==> src/rtl/sd_card_init.sv <==
// sd_card_init: SD-card SPI-mode power-up sequencer.
//   Dummy clocks with CS high, then CMD0, optional CMD8, then the CMD55/ACMD41
//   loop until the card leaves idle. Commands go out through sd_card_cmd.
// Optional feature macro: SD_INIT_CMD8_EN. When it is defined, CMD8 is sent after
//   CMD0, SDv2 cards are detected, and HCS is requested in ACMD41.
module sd_card_init #(
  parameter int DUMMY_CLKS     = 80,
  parameter int CMD0_RETRIES   = 10,
  parameter int ACMD41_RETRIES = 1000,
  parameter int RESP_TIMEOUT   = 65535
) (
  input  logic        i_clk,
  input  logic        i_rst,
  input  logic        i_start_init,
  output logic        o_cs_n,
  output logic        o_send_cmd,
  output logic [2:0]  o_cmd_select,
  output logic [31:0] o_cmd_arg,
  input  logic        i_confirm_pin,
  input  logic [7:0]  i_response_status,
  output logic        o_init_done,
  output logic        o_init_error,
  output logic [2:0]  o_error_code,
  output logic        o_sd_v2
);

  localparam logic [2:0] SEL_CMD0   = 3'd0;
  localparam logic [2:0] SEL_CMD55  = 3'd2;
  localparam logic [2:0] SEL_ACMD41 = 3'd3;
  localparam logic [2:0] ERR_NONE   = 3'd0;
  localparam logic [2:0] ERR_CMD0   = 3'd1;
  localparam logic [2:0] ERR_ACMD41 = 3'd3;
  localparam logic [2:0] ERR_TMO    = 3'd4;
`ifdef SD_INIT_CMD8_EN
  localparam logic [2:0] SEL_CMD8   = 3'd1;
  localparam logic [2:0] ERR_CMD8   = 3'd2;
`endif

  typedef enum logic [3:0] {
    S_IDLE,
    S_POWERUP,
    S_CMD0,
    S_CMD0_W,
`ifdef SD_INIT_CMD8_EN
    S_CMD8,
    S_CMD8_W,
`endif
    S_CMD55,
    S_CMD55_W,
    S_ACMD41,
    S_ACMD41_W,
    S_DONE,
    S_ERROR
  } state_t;

  state_t      state_q;
  logic        cs_n_q, send_q, done_q, err_q;
  logic [2:0]  sel_q, code_q;
  logic [31:0] arg_q;
  // cnt_q counts dummy clocks in POWERUP and response wait cycles in the _W states
  logic [31:0] cnt_q;
  logic [31:0] cmd0_cnt_q, a41_cnt_q;
  logic [31:0] acmd41_arg;
  logic        tmo_hit;

`ifdef SD_INIT_CMD8_EN
  logic sd_v2_q;
  // HCS is only requested from cards that answered CMD8
  assign acmd41_arg = sd_v2_q ? 32'h4000_0000 : 32'h0;
  assign o_sd_v2    = sd_v2_q;
`else
  assign acmd41_arg = 32'h0;
  assign o_sd_v2    = 1'b0;
`endif

  assign tmo_hit = (cnt_q == 32'(RESP_TIMEOUT - 1));

  // Sequencer: state, counters and all outputs are registered here
  always_ff @(posedge i_clk or posedge i_rst) begin
    if (i_rst) begin
      state_q    <= S_IDLE;
      cs_n_q     <= 1'b1;
      send_q     <= 1'b0;
      sel_q      <= SEL_CMD0;
      arg_q      <= 32'h0;
      done_q     <= 1'b0;
      err_q      <= 1'b0;
      code_q     <= ERR_NONE;
      cnt_q      <= 32'h0;
      cmd0_cnt_q <= 32'h0;
      a41_cnt_q  <= 32'h0;
`ifdef SD_INIT_CMD8_EN
      sd_v2_q    <= 1'b0;
`endif
    end else begin
      send_q <= 1'b0;
      case (state_q)
        S_IDLE, S_DONE, S_ERROR: begin
          if (i_start_init) begin
            state_q    <= S_POWERUP;
            cs_n_q     <= 1'b1;
            done_q     <= 1'b0;
            err_q      <= 1'b0;
            code_q     <= ERR_NONE;
            cnt_q      <= 32'h0;
            cmd0_cnt_q <= 32'h0;
            a41_cnt_q  <= 32'h0;
`ifdef SD_INIT_CMD8_EN
            sd_v2_q    <= 1'b0;
`endif
          end
        end
        S_POWERUP: begin
          if (cnt_q == 32'(DUMMY_CLKS - 1)) begin
            cs_n_q  <= 1'b0;
            state_q <= S_CMD0;
          end else begin
            cnt_q <= cnt_q + 32'd1;
          end
        end
        S_CMD0: begin
          send_q  <= 1'b1;
          sel_q   <= SEL_CMD0;
          arg_q   <= 32'h0;
          cnt_q   <= 32'h0;
          state_q <= S_CMD0_W;
        end
`ifdef SD_INIT_CMD8_EN
        S_CMD8: begin
          send_q  <= 1'b1;
          sel_q   <= SEL_CMD8;
          arg_q   <= 32'h0000_01AA;
          cnt_q   <= 32'h0;
          state_q <= S_CMD8_W;
        end
`endif
        S_CMD55: begin
          send_q  <= 1'b1;
          sel_q   <= SEL_CMD55;
          arg_q   <= 32'h0;
          cnt_q   <= 32'h0;
          state_q <= S_CMD55_W;
        end
        S_ACMD41: begin
          send_q  <= 1'b1;
          sel_q   <= SEL_ACMD41;
          arg_q   <= acmd41_arg;
          cnt_q   <= 32'h0;
          state_q <= S_ACMD41_W;
        end
`ifdef SD_INIT_CMD8_EN
        S_CMD0_W, S_CMD8_W, S_CMD55_W, S_ACMD41_W: begin
`else
        S_CMD0_W, S_CMD55_W, S_ACMD41_W: begin
`endif
          // a confirm in the timeout cycle still counts as an answer
          if (i_confirm_pin) begin
            case (state_q)
              S_CMD0_W: begin
                if (i_response_status == 8'h01) begin
`ifdef SD_INIT_CMD8_EN
                  state_q <= S_CMD8;
`else
                  state_q <= S_CMD55;
`endif
                end else if (cmd0_cnt_q == 32'(CMD0_RETRIES - 1)) begin
                  state_q <= S_ERROR;
                  err_q   <= 1'b1;
                  code_q  <= ERR_CMD0;
                  cs_n_q  <= 1'b1;
                end else begin
                  cmd0_cnt_q <= cmd0_cnt_q + 32'd1;
                  state_q    <= S_CMD0;
                end
              end
`ifdef SD_INIT_CMD8_EN
              S_CMD8_W: begin
                if (i_response_status == 8'h01) begin
                  sd_v2_q <= 1'b1;
                  state_q <= S_CMD55;
                end else if (i_response_status == 8'h05) begin
                  // illegal command: SDv1 or MMC, continue without HCS
                  sd_v2_q <= 1'b0;
                  state_q <= S_CMD55;
                end else begin
                  state_q <= S_ERROR;
                  err_q   <= 1'b1;
                  code_q  <= ERR_CMD8;
                  cs_n_q  <= 1'b1;
                end
              end
`endif
              S_CMD55_W: begin
                if (i_response_status == 8'h00 || i_response_status == 8'h01) begin
                  state_q <= S_ACMD41;
                end else begin
                  state_q <= S_ERROR;
                  err_q   <= 1'b1;
                  code_q  <= ERR_ACMD41;
                  cs_n_q  <= 1'b1;
                end
              end
              S_ACMD41_W: begin
                if (i_response_status == 8'h00) begin
                  state_q <= S_DONE;
                  done_q  <= 1'b1;
                end else if (i_response_status == 8'h01 &&
                             a41_cnt_q != 32'(ACMD41_RETRIES - 1)) begin
                  a41_cnt_q <= a41_cnt_q + 32'd1;
                  state_q   <= S_CMD55;
                end else begin
                  state_q <= S_ERROR;
                  err_q   <= 1'b1;
                  code_q  <= ERR_ACMD41;
                  cs_n_q  <= 1'b1;
                end
              end
              default: state_q <= S_IDLE;
            endcase
          end else if (tmo_hit) begin
            state_q <= S_ERROR;
            err_q   <= 1'b1;
            code_q  <= ERR_TMO;
            cs_n_q  <= 1'b1;
          end else begin
            cnt_q <= cnt_q + 32'd1;
          end
        end
        default: state_q <= S_IDLE;
      endcase
    end
  end

  assign o_cs_n       = cs_n_q;
  assign o_send_cmd   = send_q;
  assign o_cmd_select = sel_q;
  assign o_cmd_arg    = arg_q;
  assign o_init_done  = done_q;
  assign o_init_error = err_q;
  assign o_error_code = code_q;

endmodule
==> config.mk <==
export PLATFORM = sky130hd
export DESIGN_NAME = sd_card_init
export DESIGN_NICKNAME = d
export VERILOG_FILES = /design/src/rtl/sd_card_init.sv
export SDC_FILE = /design/constraint.sdc
export NUM_CORES = 1
export LEC_CHECK = 0
export BUFFER_PORTS_ARGS = -buffer_cell sky130_fd_sc_hd__buf_2
export CORE_MARGIN = 5
export CORE_UTILIZATION = 52
export CTS_BUF_LIST = sky130_fd_sc_hd__clkbuf_8
export DETAILED_ROUTE_END_ITERATION = 12
export GPL_TIMING_DRIVEN = 1
export PLACE_DENSITY = 0.69
export SLEW_MARGIN = 20
export SYNTH_ARGS = -nofsm -noshare
export SYNTH_HDL_FRONTEND = slang
export SYNTH_SLANG_ARGS = --single-unit
==> constraint.sdc <==
create_clock -name i_clk -period 6.1 [get_ports i_clk]
set_input_delay 0.915 -clock i_clk [delete_from_list [all_inputs] [get_ports i_clk]]
set_output_delay 0.915 -clock i_clk [all_outputs]
set_load 0.02 [all_outputs]
After elaboration in Yosys (flattened, before gate mapping)
Cells that the tools add are included.
{ "word_totals": {"regBits": 110, "input_bits": 12, "out_inout_bits": 43} }
{ "op_classes": {"n_addsub": 3, "n_eq_ne": 34, "muxes": 55, "n_reduce_logical": 18} }
{ "ops": {"columns": ["operator", "count"], "rows": [
  ["32-bit two-way mux", 12],
  ["32-bit one-hot mux with 2 select lines", 2],
  ["32-bit one-hot mux with 4 select lines", 1],
  ["32-bit by 1-bit adder with 32-bit output (second input constant)", 3],
  ["4-bit two-way mux", 9],
  ["32-bit by 16-bit equality test with 1-bit output (second input constant)", 1],
  ["32-bit by 4-bit equality test with 1-bit output (second input constant)", 1],
  ["32-bit by 7-bit equality test with 1-bit output (second input constant)", 1],
  ["32-bit by 10-bit inequality test with 1-bit output (second input constant)", 1],
  ["2-bit inequality test (second input constant)", 13],
  ["3-bit two-way mux", 8],
  ["4-bit one-hot mux with 6 select lines", 1],
  ["4-bit inequality test (second input constant)", 5],
  ["3-bit one-hot mux with 3 select lines", 2],
  ["4-bit by 3-bit equality test with 1-bit output (second input constant)", 4],
  ["1-bit two-way mux", 14],
  ["4-bit one-hot mux with 3 select lines", 1],
  ["6-bit AND reduction", 2],
  ["10-bit AND reduction", 1],
  ["5-bit AND reduction", 2],
  ["9-bit AND reduction", 1],
  ["3-bit OR reduction", 3],
  ["4-bit by 2-bit equality test with 1-bit output (second input constant)", 2],
  ["4-bit equality test (second input constant)", 2],
  ["other kinds (15)", 18]
]} }

Longest topological paths before layout
Gate-level depths: netlist of run 1.
{ "depth": {"word_depth": 7, "mapped_depth": 10, "ltp_nobuf": 8} }

Worst setup path after synthesis of run 1
Ideal clock, no wire load.
{ "synth_path": {"path_kind": "input port to flip-flop", "from": "input i_start_init", "to": "register a41_cnt_q[22]", "arrival_time_ns": 2.556, "t_required_ns": 5.968, "setup_slack_ns": 3.412, "stages": 7, "cell_sequence": "or3b_2 -> o22ai_1 -> o2111ai_1 -> clkbuf_1 -> nor3b_1 -> xnor2_1 -> nor2_1"} }
{ "synth_via": {"elab_chain_cells": 2} }
{ "synth_rtl": {"columns": ["element", "line_no", "rtl"], "rows": [
  ["start: declaration", "14", "input logic i_start_init,"],
  ["2-bit inequality test (no source line)", null, null],
  ["6-bit AND reduction (no source line)", null, null],
  ["end signal: assignment", "209", "a41_cnt_q <= a41_cnt_q + 32'd1;"],
  ["end: declaration", "62", "logic [31:0] cmd0_cnt_q, a41_cnt_q;"]
]} }
Every way passes these cells.
A chain may end at the register's enable or synchronous reset.

Final worst setup path of run 1
{ "layout_path": {"from": "register state_q[3]", "to": "register cmd0_cnt_q[28]"} }
{ "layout_via": {"elab_chain_cells": 4, "word_cells_on_any_way": 16} }
{ "layout_rtl": {"columns": ["element", "line_no", "rtl"], "rows": [
  ["start: declaration", "56", "state_t state_q;"],
  ["start signal: assignment", "81", "state_q <= S_IDLE;"],
  ["start signal: assignment", "100", "state_q <= S_POWERUP;"],
  ["start signal: assignment", "116", "state_q <= S_CMD0;"],
  ["4-bit by 2-bit equality test with 1-bit output (tied with other cells)", "97, 158", null],
  ["3-bit OR reduction", "97", "case (state_q)"],
  ["2-bit inequality test (no source line) / 2-bit nonzero test (equally long branches)", null, null],
  ["6-bit AND reduction (no source line)", null, null],
  ["end signal: assignment", "172", "cmd0_cnt_q <= cmd0_cnt_q + 32'd1;"],
  ["end: declaration", "62", null]
]} }
Several ways; a longest one is shown, not always the timed one.

==> results of run 1 <==
-- worst paths after layout --
check,endpoint,slack (ns),startpoint,depth (start not counted)
max in group asynchronous,cnt_q[24]$_DFFE_PP0P_,4.27,i_rst,3
setup reg to reg,cmd0_cnt_q[28]$_DFFE_PP0P_,3.03,state_q[3]$_DFFE_PP0P_,8
setup / recovery,cmd0_cnt_q[28]$_DFFE_PP0P_,3.03,state_q[3]$_DFFE_PP0P_,8
min in group asynchronous,a41_cnt_q[19]$_DFFE_PP0P_,0.56,i_rst,2
hold reg to reg,o_cmd_select[1]$_DFFE_PP0P_,0.51,o_cmd_select[1]$_DFFE_PP0P_,1
hold / removal,o_cmd_select[1]$_DFFE_PP0P_,0.51,o_cmd_select[1]$_DFFE_PP0P_,1
-- kinds of logic after synthesis --
logic type | Yosys count | share of synthesized area
muxes | 5 | 0.00814
xor gates and xnor gates | 38 | 0.0516
buffers and inverters | 87 | 0.0733
adders and majority gates | 5 | 0.00970
and+or+nand+nor | 305 | 0.254
DFF | 109 | 0.423
other | 1 | 0.000581
AOI/OAI and AO/OA | 173 | 0.179
-- layer usage --
metal / vias up / GRT usage / share of wire
met5: - / 0 / 0.00055
met4: 2 / 0.0609 / 0.017
met3: 21 / 0.0466 / 0.053
met2: 144 / 0.359 / 0.50
met1: 2659 / 0.254 / 0.43
li1: 2603 / - / -
-- Yosys cell counts (5+ instances only) --
master	count
dfrtp_1	108
nor2_1	66
nand2_1	57
a21oi_1	44
o21ai_0	40
xnor2_1	35
buf_4	34
nand3_1	34
clkbuf_1	28
or3_1	28
nand4_1	26
inv_1	23
nor4_1	18
a211oi_1	16
o31ai_1	15
nor3_1	14
or4_1	14
a2111oi_0	9
and3_1	9
and4_1	8
o21ai_1	8
a31oi_1	7
and2_1	7
ha_1	5
-- sequential cells by signal, summed over array words and instances, names as in the netlist --
register / cells
a41_cnt_q: 32
cmd0_cnt_q: 32
cnt_q: 32
state_q: 4
o_error_code: 3
o_cmd_select: 2
o_cs_n: 1
o_init_done: 1
o_init_error: 1
o_send_cmd: 1
-- area by class of cell --
type,count,area [sq um],area share
repair buffers,26,145,0.0216
inverters,23,88.8,0.0132
multi-input cells,560,3390,0.504
flip-flops and latches,109,2730,0.405
clock inverters,3,13.8,0.00204
clock buffers,11,151,0.0225
well taps,168,210,0.0312
-- per-stage QoR --
stage                     area, sq um  cells  hold slack (ns)
final                            6730    900            0.511
after global routing             6730    900            0.532
after CTS                        6730    900            0.514
after detailed placement         6570    886            0.487
after global placement           6560    886            0.490
after floorplan                  6580    756            0.472
-- layout by cell type, fill, tap and decap left out, drive strengths merged, types with 3 or more instances in the layout --
master,instances
a2111oi,10
nor3,18
xnor2,35
nor2,66
o21a,3
a31oi,7
o21ai,50
clkbuf,11
o31ai,16
ha,5
buf,26
o2111ai,4
mux2i,3
and3,9
and4,8
a211oi,16
nand2b,4
o211ai,5
dfrtp,108
or3,28
xor2,3
nor4b,4
nor4,18
inv,24
nand3,34
nand4,27
and2,7
nand2,57
a21oi,44
conb,34
or4,15
-- power by group through the flow --
stage               registers, mW  logic [mW]  clock network (mW)
finish                      0.826       0.532               0.400
global route                0.835       0.590               0.444
CTS                         0.825       0.535               0.418
detailed placement          0.839       0.534                   0
global placement            0.838       0.520                   0
floorplan                   0.824       0.432                   0
-- critical path: cells and delay by family (launching register included) --
kind / cells / cell delay [ns]
AND/OR/NAND/NOR: 3 / 1.02
AO/OA/AOI/OAI: 3 / 0.87
buffers and inverters: 2 / 0.57
flip-flops: 1 / 0.53
==> flow_summary.json, run 1 <==
{
  "status": "complete, no violations",
  "crit_fanout": 23,
  "dr.pass1.iters": 5,
  "antenna_found_initial": 1,
  "crit_path_end_kind": "flop",
  "postRouteAntennaNets": 0,
  "post-place-ws_ns": 2.86,
  "cts.hold.buffers_added": 0,
  "synth_cell_types": 68,
  "wl_per_cell_um": 16.2,
  "cp_cell_sequence": "nand2b_1, buf_4, nor2_1, o2111ai_2, buf_4, a21o_1, or4_1, a21oi_1",
  "utilization": 0.556,
  "vias": 5429,
  "wl_um": 14600,
  "min_period_over_period": 0.503,
  "clk_pin_slew_ns": 0.10,
  "io_pins": 55,
  "synth.cell_area_sq_um": 6450,
  "required_ns": 6.41,
  "initial_core_util": 0.533,
  "setup_viol": 0,
  "post-cts-setup-buffer-count": 0,
  "critPathMaxStageDelay_ns": 0.55,
  "synth_async_sr_flop_share": 1.00,
  "numCtsBuffers": 9,
  "cts_buffer_depth": 2,
  "rsz0062_at_grt": "no",
  "maxSlewViolCount": 0,
  "clock_latency_ns": 0.39,
  "hold_violations": 0,
  "grt_pass1_vias": 5214,
  "cts_resized": 0,
  "rows": 40,
  "antenna_cells": 0,
  "period_needed_ns": 3.07,
  "via_per_inst": 6.03,
  "hold_path.class": "reg -> reg",
  "synthTopCellsByArea": "dfrtp_1, xnor2_1, buf_4",
  "drc": 0,
  "syn_inst": 723,
  "fill_cells": 1133,
  "fin_setup_tns_ns": 0,
  "startpoint_type": "flop",
  "h-tree-depth": 3,
  "die_area_sq_um": 14700,
  "cp.arrival_ns": 3.38,
  "clock-root-buffer": "clkbuf_8",
  "final_nets": 746,
  "clkSinkCount": 109,
  "yosys_warnings": 0,
  "grt-ovfl-total": 0,
  "p_clk_frac": 0.228,
  "gp_congestion": 0.817,
  "yosysTopAreaCell": "dfrtp_1",
  "switching_share": 0.392,
  "cap_viol_max_count": 0,
  "track_usage": 0.206,
  "power_frac_seq": 0.470,
  "irDropWorstVdd_mv": 0.189,
  "die_w_um": 121,
  "drive_gt1_frac": 0.0874,
  "cpMostUsedCell": "buf_4",
  "skew_ns": 0.0111,
  "fmax_mhz": 326,
  "dp_hpwl_um": 10000,
  "layout_setup_ws_ns": 3.03,
  "ys_ff_latch": 109,
  "intPower_mw": 1.07,
  "port_buffers": 20,
  "yosysTopAreaCellShare": 0.419,
  "slew_headroom": 0.407,
  "path_class": "reg -> reg",
  "tightest_slew_ns": 0.889,
  "cp_slowest_cell": "or4_1",
  "pwr-share-comb": 0.303,
  "die_h_um": 121,
  "cellPowerDensity_nw_per_um2": 261,
  "area_delta_synth_final_pct": 4.34,
  "cts_tree": "yes",
  "ys_seq_area_frac": 0.423,
  "core_sq_um": 12100,
  "leakage_nw": 2.72,
  "synth_edf_count": 0,
  "synth_top_flop_cell": "dfrtp_1",
  "grt_first_pass_wirelength_um": 24900,
  "grt_max_degree": 69,
  "synth.avg_cell_area_sq_um": 8.92,
  "power.total_mw": 1.76,
  "power_switching_mw": 0.690,
  "drt_iter0_drc": 400
}
Power figures use the tool's default switching activity.
==> inputs of run 2 (changes only) <==
- PLACE_DENSITY: 0.69 -> 0.72
- clock period: 6.1 -> 2.5 ns (I/O delays scaled with it)
==> run 2 against run 1 <==
Worst hold slack lost 0.13 ns. First-iteration DRC count grew 17%. Critical path type unchanged. Critical path depth shrank 2. Highest routed layer unchanged. Sequential power grew 140%. Clock skew shrank 0.0041 ns. Non-clock buffer count grew 43. Power grew to 2.8 times the previous value. Setup slack lost 2.9 ns. Register-to-register slack lost 2.9 ns. Fmax grew 29%. Routed wire length grew 6.4%.
==> flow_summary.json, run 2 (synthesis gave the netlist of run 1 again) <==
{
  "grt_use_met3": 0.0601,
  "power_frac_seq": 0.402,
  "skew_ns": 0.00706,
  "largestRegisters": "a41_cnt_q x32, cmd0_cnt_q x32, cnt_q x32",
  "utilization": 0.594,
  "setup_viol": 0,
  "area_delta_synth_final_pct": 11.5,
  "startpoint_type": "flop",
  "fmax_mhz": 421,
  "wl_per_cell_um": 16.4,
  "switching_share": 0.369,
  "gr-max-usage-layer": "met2",
  "path_class": "reg -> reg",
  "intPower_mw": 3.09,
  "core_sq_um": 12100,
  "track_usage": 0.216,
  "cap_viol_max_count": 0,
  "grt-ovfl-total": 0,
  "met1_usage": 0.268,
  "pwr-share-comb": 0.328,
  "dpl.cell_count": 927,
  "drt_iter0_drc": 466,
  "via_per_inst": 5.98,
  "hold_violations": 0,
  "clock-root-buffer": "clkbuf_8",
  "power_switching_mw": 1.81,
  "post-place-ws_ns": -0.0242,
  "r2r_slack_ns": 0.13,
  "min_period_over_period": 0.950,
  "postRouteAntennaNets": 0,
  "clock_latency_ns": 0.39,
  "cts_tree": "yes",
  "cp.arrival_ns": 2.70,
  "use_met2": 0.372,
  "status": "complete, no violations",
  "dp_hpwl_um": 11000,
  "final_common_cell": "dfrtp_1",
  "cp-startpoint": "cnt_q[5]$_DFFE_PP0P_",
  "irDropWorstVdd_mv": 0.374,
  "gp_congestion": 0.870,
  "dr.pass1.iters": 7,
  "io_pins": 55,
  "period_needed_ns": 2.37,
  "antenna_found_initial": 1,
  "crit_buf_inv": 0,
  "cellPowerDensity_nw_per_um2": 681,
  "numCtsBuffers": 9,
  "h-tree-depth": 3,
  "crit_fanout": 9,
  "layout_setup_ws_ns": 0.126,
  "die_area_sq_um": 14700,
  "drive_gt1_frac": 0.145,
  "fin_cells": 945,
  "tightest_slew_ns": 0.567,
  "wl_um": 15500,
  "leakage_nw": 2.97,
  "maxSlewViolCount": 0,
  "cp_slowest_cell": "or4_1",
  "grt_max_degree": 38,
  "die_h_um": 121,
  "p_clk_frac": 0.270,
  "ff2ff_path_depth": 6,
  "rows": 40,
  "cp_cell_sequence": "nand4_4, or4_1, nor3_2, o211ai_4, or4_1, a21oi_1",
  "cp.depth": 6,
  "r2r_end": "cnt_q[31]$_DFFE_PP0P_",
  "cts_buffer_depth": 2,
  "port_buffers": 20,
  "slew_headroom": 0.612,
  "required_ns": 2.82,
  "layout_common_cells": "dfrtp_1, nor2_1, nand2_1",
  "path_delay_family": "simple AND/OR/NAND/NOR gates",
  "clk_pin_slew_ns": 0.11,
  "initial_core_util": 0.533,
  "vias": 5649,
  "cpMostUsedCell": "or4_1",
  "grt_first_pass_wirelength_um": 25800,
  "crit_path_end_kind": "flop",
  "critPathMaxStageDelay_ns": 0.60,
  "hold_slack_ns": 0.383,
  "die_w_um": 121,
  "r2r_start": "cnt_q[5]$_DFFE_PP0P_",
  "drc": 0,
  "clkSinkCount": 109,
  "antenna_cells": 0,
  "cp-endpoint": "cnt_q[31]$_DFFE_PP0P_",
  "grt_pass1_vias": 5284,
  "hold_path.class": "in -> reg",
  "final_nets": 789
}
-- run 2: cell count changes in the layout (fill, tap and decap cells not counted), sizes merged --
cell	delta
inv	-2
buf	+42
bufinv	+3
clkinvlp	+3
dlygate4sd3	+1
clkinv	-1
clkbuf	-1
-- run 2: worst min-delay path by stage --
stage	from	to	slack (ns)	cells after the start
finish	i_response_status[0]	o_init_done$_DFFE_PP0P_	0.38	4
global placement	i_rst	a41_cnt_q[18]$_DFFE_PP0P_	0.43	2
CTS	i_response_status[0]	state_q[2]$_DFFE_PP0P_	0.34	3
detailed placement	i_rst	a41_cnt_q[22]$_DFFE_PP0P_	0.44	2
global route	i_response_status[0]	state_q[2]$_DFFE_PP0P_	0.38	3
floorplan	cnt_q[13]$_DFFE_PP0P_	cnt_q[13]$_DFFE_PP0P_	0.47	1
-- run 2: cell type report --
cell class | instances | area (sq um)
fill | 1068 | 4910
multi-input combinational | 560 | 3420
sequential | 109 | 2730
timing repair buffer | 69 | 495
tap | 168 | 210
clock buffer | 10 | 138
clock inverter | 6 | 110
inverter | 23 | 90.1
-- run 2: stage by stage --
| step | cell area [sq um] | total power, mW | setup TNS (ns) |
|---|---|---|---|
| after global placement | 6900 | 3.54 | 0 |
| after global routing | 7200 | 5.18 | -0.0925 |
| final | 7200 | 4.90 | 0 |
| after floorplan | 6580 | 3.06 | 0 |
| after CTS | 7150 | 4.92 | 0 |
| after detailed placement | 6900 | 3.59 | -0.0427 |
-- run 2: per-layer routing --
metal  wire [um]  vias to the layer above
met5           7                        -
met4         179                        2
met3         838                       16
met2        7950                      158
met1        6510                     2774
li1            -                     2699
-- run 2: timing repair --
action | CTS | global route
setup endpoints to repair | 2 | 8
resized for setup | 1 | 6
hold endpoints to repair | 1 | 0
setup buffers | 0 | 1
hold buffers | 1 | 0
pin swaps | 0 | 3
-- run 2: worst min-delay path: stages --
cell and delay [ns]:
buf_2 0.14, nor2_1 0.06, a21oi_1 0.13, nor2_1 0.04
-- run 2: power groups by stage --
stage	combinational (mW)	clock [mW]	sequential [mW]
6_report	1.61	1.32	1.97
5_1_grt	1.77	1.42	1.99
4_1_cts	1.60	1.35	1.97
3_5_place_dp	1.59	0	2.00
3_3_place_gp	1.55	0	1.99
2_1_floorplan	1.05	0	2.01
==> inputs of run 3 (changes only) <==
- CTS_BUF_LIST: sky130_fd_sc_hd__clkbuf_8 -> sky130_fd_sc_hd__clkbuf_16
==> run 3 against run 2 <==
Critical path depth is the same. Sequential cell count is the same. Worst hold slack lost 0.35 ns. First-iteration DRC count grew 1.5%. Design area grew 0.94%. Clock skew is essentially flat. Critical path type unchanged.
==> flow_summary.json, run 3 (synthesis gave the netlist of run 1 again) <==
{
  "status": "complete, no violations",
  "final_nets": 787,
  "slew_headroom": 0.595,
  "cts_tree": "yes",
  "tightest_slew_ns": 0.605,
  "maxSlewViolCount": 0,
  "die_w_um": 121,
  "multi_input_area_sq_um": 3420,
  "fill_cells": 1058,
  "wl_per_cell_um": 16.4,
  "required_ns": 2.75,
  "hold_path.class": "in -> async",
  "clk_pin_slew_ns": 0.07,
  "post-cts-setup-buffer-count": 0,
  "path_class": "reg -> reg",
  "power.total_mw": 5.22,
  "gp_congestion": 0.870,
  "cellPowerDensity_nw_per_um2": 718,
  "largestRegisters": "a41_cnt_q x32, cmd0_cnt_q x32, cnt_q x32",
  "die_h_um": 121,
  "dp_hpwl_um": 11000,
  "area_delta_synth_final_pct": 12.6,
  "core_sq_um": 12100,
  "clock_latency_ns": 0.37,
  "setup_viol": 0,
  "grt_use_met3": 0.0615,
  "antenna_found_initial": 1,
  "cp.arrival_ns": 2.61,
  "crit_path_end_kind": "flop",
  "leakage_nw": 2.99,
  "wl_um": 15400,
  "via_per_inst": 5.94,
  "gr-max-usage-layer": "met2",
  "rsz0062_at_grt": "no",
  "period_needed_ns": 2.36,
  "skew_ns": 0.00697,
  "h-tree-depth": 3,
  "layout_common_cells": "dfrtp_1, nor2_1, nand2_1",
  "clock-root-buffer": "clkbuf_16",
  "drc": 0,
  "grt-ovfl-total": 0,
  "startpoint_type": "flop",
  "grt_pass1_vias": 5255,
  "final_common_cell": "dfrtp_1",
  "die_area_sq_um": 14700,
  "cap_viol_max_count": 0,
  "met1_usage": 0.269,
  "use_met2": 0.367,
  "fmax_mhz": 424,
  "cp_cell_sequence": "nand3_1, or4_4, o31ai_4, a21oi_1, nor3_2, mux2_2",
  "fin_setup_tns_ns": 0,
  "grt_max_degree": 38,
  "drt_iter0_drc": 473,
  "rows": 40,
  "track_usage": 0.215,
  "numCtsBuffers": 9,
  "grt_first_pass_wirelength_um": 25700,
  "cts_buffer_depth": 2,
  "cp_slowest_cell": "or4_4",
  "cts.hold.buffers_added": 0,
  "drive_gt1_frac": 0.146,
  "irDropWorstVdd_mv": 0.423,
  "critPathMaxStageDelay_ns": 0.56,
  "seq_area_sq_um": 2730,
  "min_period_over_period": 0.944,
  "vias": 5597,
  "dr.pass1.iters": 5,
  "initial_core_util": 0.533,
  "port_buffers": 20,
  "hold_violations": 0,
  "postRouteAntennaNets": 0,
  "antenna_cells": 0,
  "io_pins": 55,
  "clkSinkCount": 109,
  "crit_fanout": 6
}
## run 3: stage by stage
stage / instance area [sq um] / cells / hold slack (ns) / util / setup WS (ns)
after floorplan: 6580 / 756 / 0.472 / - / 0.173
after global placement: 6900 / 927 / 0.432 / 0.569 / 0.128
after detailed placement: 6900 / 927 / 0.443 / 0.569 / -0.0242
after CTS: 7230 / 943 / 0.0488 / 0.597 / 0.0516
after global routing: 7260 / 943 / 0.0771 / 0.600 / 0.00335
final: 7260 / 943 / 0.0351 / 0.600 / 0.139
## run 3: timing repair
item / in CTS / in global routing
pin swaps: 0 / 1
endpoints found under the setup margin: 3 / 7
gates resized for setup: 1 / 7
## run 3: worst paths after layout
path	startpoint	to	slack [ns]	cells after the start
min in group i_clk	i_response_status[0]	o_init_done$_DFFE_PP0P_	0.41	4
max in group asynchronous	i_rst	cmd0_cnt_q[22]$_DFFE_PP0P_	1.73	3
worst min register to register	o_init_error$_DFFE_PP0P_	o_init_error$_DFFE_PP0P_	0.54	1
worst max-delay path	cnt_q[12]$_DFFE_PP0P_	o_error_code[0]$_DFFE_PP0P_	0.14	6
worst min-delay path	i_rst	a41_cnt_q[22]$_DFFE_PP0P_	0.04	2
worst max register to register	cnt_q[12]$_DFFE_PP0P_	o_error_code[0]$_DFFE_PP0P_	0.14	6
## run 3: metal layers
metal	part of all wire	up-vias
met5	0.00045	-
met4	0.010	2
met3	0.046	16
met2	0.51	122
met1	0.43	2752
li1	-	2705
## run 3: power breakdown
part           internal (mW)  total [mW]  switching [mW]
Sequential              1.86        1.97           0.106
Clock                  0.974        1.65           0.679
Combinational          0.540        1.60            1.06
Total                   3.37        5.22            1.84
## run 3: final cells by class
| cell class | instances | area share |
|---|---|---|
| clock inverter | 7 | 0.0157 |
| tap | 168 | 0.0289 |
| inverter | 23 | 0.0124 |
| sequential | 109 | 0.376 |
| timing repair buffer | 67 | 0.0658 |
| clock buffer | 9 | 0.0310 |
| multi-input combinational | 560 | 0.470 |
## run 3: worst max-delay path: cells and delay by family, from the launching register on
family	cells	cell delay (ns)
flops	1	0.43
compound gates	2	0.38
simple gates	3	1.06
mux	1	0.37
